`config.mk`:
```
export PLATFORM = sky130hd
export DESIGN_NAME = multicycle_controller
export DESIGN_NICKNAME = d
export VERILOG_FILES = /design/src/rtl/mips_pkg.sv /design/src/rtl/alu_decoder.sv /design/src/rtl/multicycle_controller.sv
export SDC_FILE = /design/constraint.sdc
export NUM_CORES = 1
export LEC_CHECK = 0
export BUFFER_PORTS_ARGS = -buffer_cell sky130_fd_sc_hd__buf_4
export CAP_MARGIN = 20
export CORE_UTILIZATION = 40
export DETAILED_ROUTE_END_ITERATION = 16
export HOLD_SLACK_MARGIN = 0.03
export PLACE_DENSITY = 0.79
export RECOVER_POWER = 50
export SYNTH_ARGS = -nofsm -noshare
export SYNTH_HDL_FRONTEND = slang
export SYNTH_HIERARCHICAL = 1
export SYNTH_SLANG_ARGS = --single-unit
```
`constraint.sdc`:
```
create_clock -name clk -period 3.65 [get_ports clk]
set_input_delay 0 -clock clk [delete_from_list [all_inputs] [get_ports clk]]
set_output_delay 0 -clock clk [all_outputs]
set_load 0.005 [all_outputs]
```
`src/rtl/mips_pkg.sv`:
```
// Shared encodings for the multi-cycle MIPS control path: opcodes, functs,
// ALU operation codes and controller states.
package mips_pkg;

   localparam logic [5:0] OP_RTYPE = 6'h00;
   localparam logic [5:0] OP_J     = 6'h02;
   localparam logic [5:0] OP_BEQ   = 6'h04;
   localparam logic [5:0] OP_ADDI  = 6'h08;
   localparam logic [5:0] OP_LW    = 6'h23;
   localparam logic [5:0] OP_SW    = 6'h2B;

   localparam logic [5:0] FN_ADD = 6'h20;
   localparam logic [5:0] FN_SUB = 6'h22;
   localparam logic [5:0] FN_AND = 6'h24;
   localparam logic [5:0] FN_OR  = 6'h25;
   localparam logic [5:0] FN_NOR = 6'h27;
   localparam logic [5:0] FN_SLT = 6'h2A;

   typedef enum logic [2:0] {
      ALU_ADD = 3'd0,
      ALU_SUB = 3'd1,
      ALU_AND = 3'd2,
      ALU_OR  = 3'd3,
      ALU_NOR = 3'd4,
      ALU_SLT = 3'd5
   } alu_op_t;

   // Operation class requested by the FSM; FUNCT defers to the funct field.
   typedef enum logic [1:0] {
      AOP_ADD   = 2'd0,
      AOP_SUB   = 2'd1,
      AOP_FUNCT = 2'd2
   } alu_class_t;

   typedef enum logic [3:0] {
      FETCH    = 4'd0,
      DECODE   = 4'd1,
      MEMADR   = 4'd2,
      MEMREAD  = 4'd3,
      MEMWB    = 4'd4,
      MEMWRITE = 4'd5,
      EXECUTE  = 4'd6,
      ALUWB    = 4'd7,
      BRANCH   = 4'd8,
      ADDIEXEC = 4'd9,
      ADDIWB   = 4'd10,
      JUMP     = 4'd11
   } ctrl_state_t;

endpackage

```
`src/rtl/alu_decoder.sv`:
```
// Maps the FSM's ALU operation class and the funct field to the ALU control
// code; funct_bad_o flags a funct outside the supported R-type set.
module alu_decoder
   import mips_pkg::*;
(
   input  alu_class_t  alu_class_i,
   input  logic [5:0]  funct_i,
   output alu_op_t     alu_control_o,
   output logic        funct_bad_o
);

   alu_op_t funct_op;

   always_comb begin
      funct_op    = ALU_ADD;
      funct_bad_o = 1'b0;
      case (funct_i)
         FN_ADD:  funct_op = ALU_ADD;
         FN_SUB:  funct_op = ALU_SUB;
         FN_AND:  funct_op = ALU_AND;
         FN_OR:   funct_op = ALU_OR;
         FN_NOR:  funct_op = ALU_NOR;
         FN_SLT:  funct_op = ALU_SLT;
         default: funct_bad_o = 1'b1;
      endcase
   end

   always_comb begin
      case (alu_class_i)
         AOP_SUB:   alu_control_o = ALU_SUB;
         AOP_FUNCT: alu_control_o = funct_op;
         default:   alu_control_o = ALU_ADD;
      endcase
   end

endmodule

```
`src/rtl/multicycle_controller.sv`:
```
// Main control FSM of the multi-cycle MIPS datapath: sequences each
// instruction and drives every datapath select, write enable and ALU code.
//
// state    | meaning
// FETCH    | read instruction at PC, PC <= PC+4 on memReady
// DECODE   | compute branch target, dispatch on op
// MEMADR   | ALUOut <= A + sign-extended imm
// MEMREAD  | load from ALUOut, wait for memReady
// MEMWB    | rt <= memory data
// MEMWRITE | store to ALUOut, wait for memReady
// EXECUTE  | R-type ALU operation
// ALUWB    | rd <= ALUOut
// BRANCH   | compare A-B, load PC with target if zero
// ADDIEXEC | A + sign-extended imm
// ADDIWB   | rt <= ALUOut
// JUMP     | PC <= jump target
module multicycle_controller
   import mips_pkg::*;
(
   input  logic       clk,
   input  logic       reset,
   input  logic [5:0] op,
   input  logic [5:0] funct,
   input  logic       zero,
   input  logic       memReady,
   output logic       memReq,
   output logic       memWrite,
   output logic       iorD,
   output logic       irWrite,
   output logic       regDst,
   output logic       memtoReg,
   output logic       regWrite,
   output logic       aluSrcA,
   output logic [1:0] aluSrcB,
   output logic [2:0] aluControl,
   output logic [1:0] pcSrc,
   output logic       pcEn,
   output logic       retired,
   output logic       illegalOp
);

   ctrl_state_t state_q, state_d;
   alu_class_t  alu_class;
   alu_op_t     alu_op;
   logic        funct_bad;
   logic        pc_write;
   logic        branch;

   alu_decoder u_alu_decoder (
      .alu_class_i   (alu_class),
      .funct_i       (funct),
      .alu_control_o (alu_op),
      .funct_bad_o   (funct_bad)
   );

   assign aluControl = alu_op;

   always_ff @(posedge clk or posedge reset) begin
      if (reset) state_q <= FETCH;
      else       state_q <= state_d;
   end

   always_comb begin
      state_d   = state_q;
      alu_class = AOP_ADD;
      memReq    = 1'b0;
      memWrite  = 1'b0;
      iorD      = 1'b0;
      irWrite   = 1'b0;
      regDst    = 1'b0;
      memtoReg  = 1'b0;
      regWrite  = 1'b0;
      aluSrcA   = 1'b0;
      aluSrcB   = 2'b00;
      pcSrc     = 2'b00;
      pc_write  = 1'b0;
      branch    = 1'b0;
      retired   = 1'b0;
      illegalOp = 1'b0;
      case (state_q)
         FETCH: begin
            memReq  = 1'b1;
            aluSrcB = 2'b01;
            if (memReady) begin
               irWrite  = 1'b1;
               pc_write = 1'b1;
               state_d  = DECODE;
            end
         end
         DECODE: begin
            aluSrcB = 2'b11;
            case (op)
               OP_LW, OP_SW: state_d = MEMADR;
               OP_RTYPE:     state_d = funct_bad ? FETCH : EXECUTE;
               OP_BEQ:       state_d = BRANCH;
               OP_ADDI:      state_d = ADDIEXEC;
               OP_J:         state_d = JUMP;
               default:      state_d = FETCH;
            endcase
            if (state_d == FETCH) begin
               illegalOp = 1'b1;
               retired   = 1'b1;
            end
         end
         MEMADR: begin
            aluSrcA = 1'b1;
            aluSrcB = 2'b10;
            state_d = (op == OP_SW) ? MEMWRITE : MEMREAD;
         end
         MEMREAD: begin
            memReq = 1'b1;
            iorD   = 1'b1;
            if (memReady) state_d = MEMWB;
         end
         MEMWB: begin
            memtoReg = 1'b1;
            regWrite = 1'b1;
            retired  = 1'b1;
            state_d  = FETCH;
         end
         MEMWRITE: begin
            memReq   = 1'b1;
            iorD     = 1'b1;
            memWrite = 1'b1;
            if (memReady) begin
               retired = 1'b1;
               state_d = FETCH;
            end
         end
         EXECUTE: begin
            aluSrcA   = 1'b1;
            alu_class = AOP_FUNCT;
            state_d   = ALUWB;
         end
         ALUWB: begin
            regDst   = 1'b1;
            regWrite = 1'b1;
            retired  = 1'b1;
            state_d  = FETCH;
         end
         BRANCH: begin
            aluSrcA   = 1'b1;
            alu_class = AOP_SUB;
            pcSrc     = 2'b01;
            branch    = 1'b1;
            retired   = 1'b1;
            state_d   = FETCH;
         end
         ADDIEXEC: begin
            aluSrcA = 1'b1;
            aluSrcB = 2'b10;
            state_d = ADDIWB;
         end
         ADDIWB: begin
            regWrite = 1'b1;
            retired  = 1'b1;
            state_d  = FETCH;
         end
         JUMP: begin
            pcSrc    = 2'b10;
            pc_write = 1'b1;
            retired  = 1'b1;
            state_d  = FETCH;
         end
         default: state_d = FETCH;
      endcase
      // Strobes are masked while reset is high so an aborted access or write
      // never completes in the cycle reset arrives.
      if (reset) begin
         memReq    = 1'b0;
         memWrite  = 1'b0;
         irWrite   = 1'b0;
         regWrite  = 1'b0;
         pc_write  = 1'b0;
         branch    = 1'b0;
         retired   = 1'b0;
         illegalOp = 1'b0;
      end
      pcEn = pc_write | (branch & zero);
   end

endmodule

```
After elaboration in Yosys (flattened, before gate mapping)
Index checks and enable logic that the tools add are counted.
Word-level totals
  register bits after elaboration: 4
  latch bits: 0
  bits in writable memories: 0
  ROM bits: 0
  input port bits: 16
  word-level logic and storage cells: 77
  memories kept: 0
Cells by class
  add/subtract/negate cells: 0
  multipliers: 0
  divide/modulo/power cells: 0
  magnitude comparators: 0
  equal/unequal tests: 27
  shifts and indexed selects: 0
  multiplexer cells: 35
  bitwise gates (word level): 2
  reductions and logical operators: 12
Operators by type and width (count)
  == test 6 bit (second input constant): 8
  case mux 4 bit (7 select lines): 1
  2-to-1 mux 1 bit: 20
  case mux 4 bit (5 select lines): 1
  == test 4 x 3 -> 1 bit (second input constant): 4
  == test 4 bit (second input constant): 4
  2-to-1 mux 4 bit: 4
  case mux 3 bit (5 select lines): 1
  == test 4 x 2 -> 1 bit (second input constant): 2
  zero test 4 bit: 2
  case mux 2 bit (2 select lines): 2
  == test 6 x 2 -> 1 bit (second input constant): 1
  == test 6 x 3 -> 1 bit (second input constant): 1
  == test 6 x 4 -> 1 bit (second input constant): 1
  zero test 6 bit: 1
  2-to-1 mux 3 bit: 2
  inequality test 2 bit (second input constant): 3
  case mux 2 bit (3 select lines): 1
  case mux 3 bit (2 select lines): 1
  OR reduction 2 bit: 3
  OR reduction 3 bit: 2
  OR reduction 6 bit: 1
  OR reduction 5 bit: 1
  == test 4 x 1 -> 1 bit (second input constant): 1
  other kinds (8): 8

Logic depth before layout (Yosys ltp)
  depth in word-level cells: 9
  depth in mapped cells: 8
  gate-level depth less buffers: 7

Hierarchy
The synthesis kept the hierarchy.
Modules (own cells, without submodules)
  multicycle_controller: instances 1, cells an instance 95, area an instance 626.9 um2
  alu_decoder: instances 1, cells an instance 19, area an instance 132.6 um2

Worst setup path before layout
No wires, ideal clock.
  path kind: register to output
  from: reg state_q[2]
  to: out aluControl[2]
  arrival: 1.540 ns
  slack: 2.110 ns
  cell stages (with the launch flop): 8
  path buffers: 2
  cells stage by stage: dfrtp_1 > buf_2 > buf_2 > nor3_1 > inv_1 > ha_1 > nor2_1 > and3_1
On the way
  cells in the longest elaborated chain, start to end: 4
RTL lines
  from (decl): RTL line multicycle_controller.sv:42  | ctrl_state_t state_q, state_d;
  from (signal assigned): RTL line multicycle_controller.sv:60  | else state_q <= state_d;
  == test 4 bit or == test 4 x 3 -> 1 bit (tied branches): RTL line multicycle_controller.sv:80  | case (state_q)
  case mux 2 bit (2 select lines) *: RTL line multicycle_controller.sv:80
  via alu_class[0]: RTL line multicycle_controller.sv:43  | alu_class_t alu_class;
  == test 2 bit or == test 2 x 1 -> 1 bit (tied branches): RTL line alu_decoder.sv:29  | case (alu_class_i)
  case mux 3 bit (2 select lines) *: RTL line alu_decoder.sv:29
  to (decl): RTL line multicycle_controller.sv:35  | output logic [2:0] aluControl,
The timed path passes the listed nets; every way through them passes the cells marked *.

Final worst setup path
  from: reg state_q[1]
  to: out aluControl[2]
Same word-level chain as after synthesis.

==> reports/metrics.csv <==
metric;value;unit
htree_num_levels;1;
cp_data_arrival_time;2030;ps
hpwl;1.569;mm
grt_pass1_vias;750;
path_cells;nand2b_1 -> nor3_1 -> inv_1 -> ha_1 -> nor2_1 -> and3_1 -> buf_4;
syn_nets;132;
p_leak;0.4670;nW
routed_wl;1.977;mm
place_inst;162;
cp-startpoint;state_q[1];
die_h;45.58;µm
holdCritStartpoint;memReady;
powerDensity;415.8;nW/µm²
drive_above_1_share;27.66;%
worstSetupPathType;flip-flop to output port;
finalHoldViolCount;0;
fin_skew;2.074;ps
drt-vias-per-instance;5.343;
dp_slack;1852;ps
avgSynthCellArea;6.662;µm²
dr.pass1.iters;4;
final_area;1017;µm²
post-route-period-util;55.59;%
synth_edf_count;0;
finalNetCount;161;
postPlaceCellArea;988.4;µm²
period_minus_slack;2029;ps
cts_max_path_buffers;2;
cts_sinks;4;
async_flop_share;100.0;%
rsz0062_at_grt;false;
antenna_found_initial;0;
final-setup-viol-count;0;
critical_path.max_stage_delay;540;ps
clock_latency;230;ps
die-area;2077;µm²
stdcell_count;166;
drv_slew;0;
cp-end-kind;output port;
rows;15;
max_freq;492.8;MHz
synth-main-ff-cell;dfrtp_1;
layout_common_cells;buf_4 (27), nor2_1 (15), a21oi_1 (9);
synthCells;114;
root_buffer;clkbuf_4;
initial_core_util;43.51;%
hold_path_class;input pin to flip-flop;
slew_headroom;62.92;%
timing.rr.start;state_q[2];
gp_congestion;0.8235;
cts_tree;built;
synth.distinct_cells;37;
track_usage;21.58;%
status;complete, no violations;
wl_per_cell;11.91;µm
irDropWorstVdd;0.0003651;V
placement.io_buffers;33;
synth-seq-cells;4;
r2r_slack;2060;ps
core_region_area;1745;µm²
ctsResizeCount;0;
fin_tns_setup;0;ps
cp_max_fo;18;
cap_violations;0;
syn_area;759.5;µm²
overflow;0;
synth_warnings;6;
critPathLaunchType;flip-flop;
setup_ws;1621;ps
path_clk_slew;40;ps
drt-initial-drc-count;16;
largest_reg_flops;4;
worst_pin_slew;556.2;ps
grt_max_degree;20;
seq_area_frac_synth;13.18;%
num_vias;887;
layout_commonest_cell;buf_4;
grt_pass1_wl;3.305;mm
remaining_drc_errors;0;
fp.dieW;45.58;µm
ant_nets;0;
worst_ep_required_time;3650;ps
io_pins;34;
n_antenna_cell;0;
reg.largest.list;state_q: 4 flops;
area_growth;33.94;%
largest_register;state_q;
cts_inserted_buffers;3;
crit_slowest_cell;dfrtp_1;
cts_setup_buffers;0;
cell type report:
type,instances,area [µm²]
tap,25,31.28
inverter,6,22.52
timing repair buffer,34,254.0
multi-input combinational,94,586.8
sequential,4,100.1
fill,187,728.2
clock buffer,3,22.52
path summary, 6_finish.rpt:
kind / to / cells after the start
max: aluControl[2] / 7
min in group asynchronous: state_q[0] / 3
min: state_q[0] / 3
min reg2reg: state_q[2] / 2
max in group asynchronous: state_q[2] / 3
max reg2reg: state_q[0] / 3
synthesized netlist by cell type (2+ instances only):
cell	number	share of area (%)
nor3_1	7	4.6
a31oi_1	3	2.5
o22ai_1	2	1.6
and3_1	3	2.5
nor2_1	15	7.4
ha_1	2	3.3
o211ai_1	2	2.0
nor3b_1	2	2.0
a21oi_1	9	5.9
o21bai_1	2	2.0
nand2b_1	7	5.8
nand4b_1	2	2.3
o21ai_0	6	4.0
inv_1	6	3.0
nor2b_1	5	4.1
dfrtp_1	4	13
xor2_1	2	2.3
clkbuf_2	2	1.3
nand2_1	8	4.0
buf_2	8	5.3
kinds of logic (layout without fill, tap and decap cells):
| logic type | after synthesis | in the layout | share of synthesized area, % |
|---|---|---|---|
| AOI/OAI and AO/OA | 31 | 31 | 26.69 |
| xor gates and xnor gates | 3 | 3 | 3.460 |
| adders and majority gates | 2 | 2 | 3.294 |
| buffers and inverters | 16 | 43 | 9.555 |
| DFF | 4 | 4 | 13.18 |
| muxes | 1 | 1 | 1.318 |
| and+or+nand+nor | 57 | 57 | 42.50 |
stage by stage:
stage	utilization [%]	hold slack, ps	total power, W
after floorplan	-	-233.9	0.0002733
after global placement	56.63	-71.94	0.0003646
after detailed placement	56.63	-71.12	0.0003689
after CTS	58.49	98.12	0.0004262
after global routing	58.28	98.31	0.0004635
final	58.28	115.9	0.0004230
critical path, delay by kind of cell (launching register included):
| family | cells | cell delay (ps) |
|---|---|---|
| fa+ha+maj | 1 | 300 |
| buf+inv | 2 | 170 |
| flops | 1 | 540 |
| simple gates | 4 | 780 |
per-layer routing:
| metal | track usage, % | routed length (µm) | up-vias |
|---|---|---|---|
| met1 | 32.13 | 967 | 407 |
| li1 | - | - | 460 |
| met3 | 5.159 | 74 | 0 |
| met2 | 32.29 | 935 | 20 |
| met5 | 0 | 0 | - |
| met4 | 1.818 | 0 | 0 |
repair_timing:
item,in CTS,in global routing
endpoints found under the setup margin,0,0
hold endpoints to repair,4,0
hold buffers,1,0
power by group:
part           internal (W)  switching, W
sequential        0.0000563     0.0000505
combinational      0.000141      0.000122
clock             0.0000367     0.0000170
total              0.000234      0.000189
Note: power is estimated with default switching activity, not from simulation.
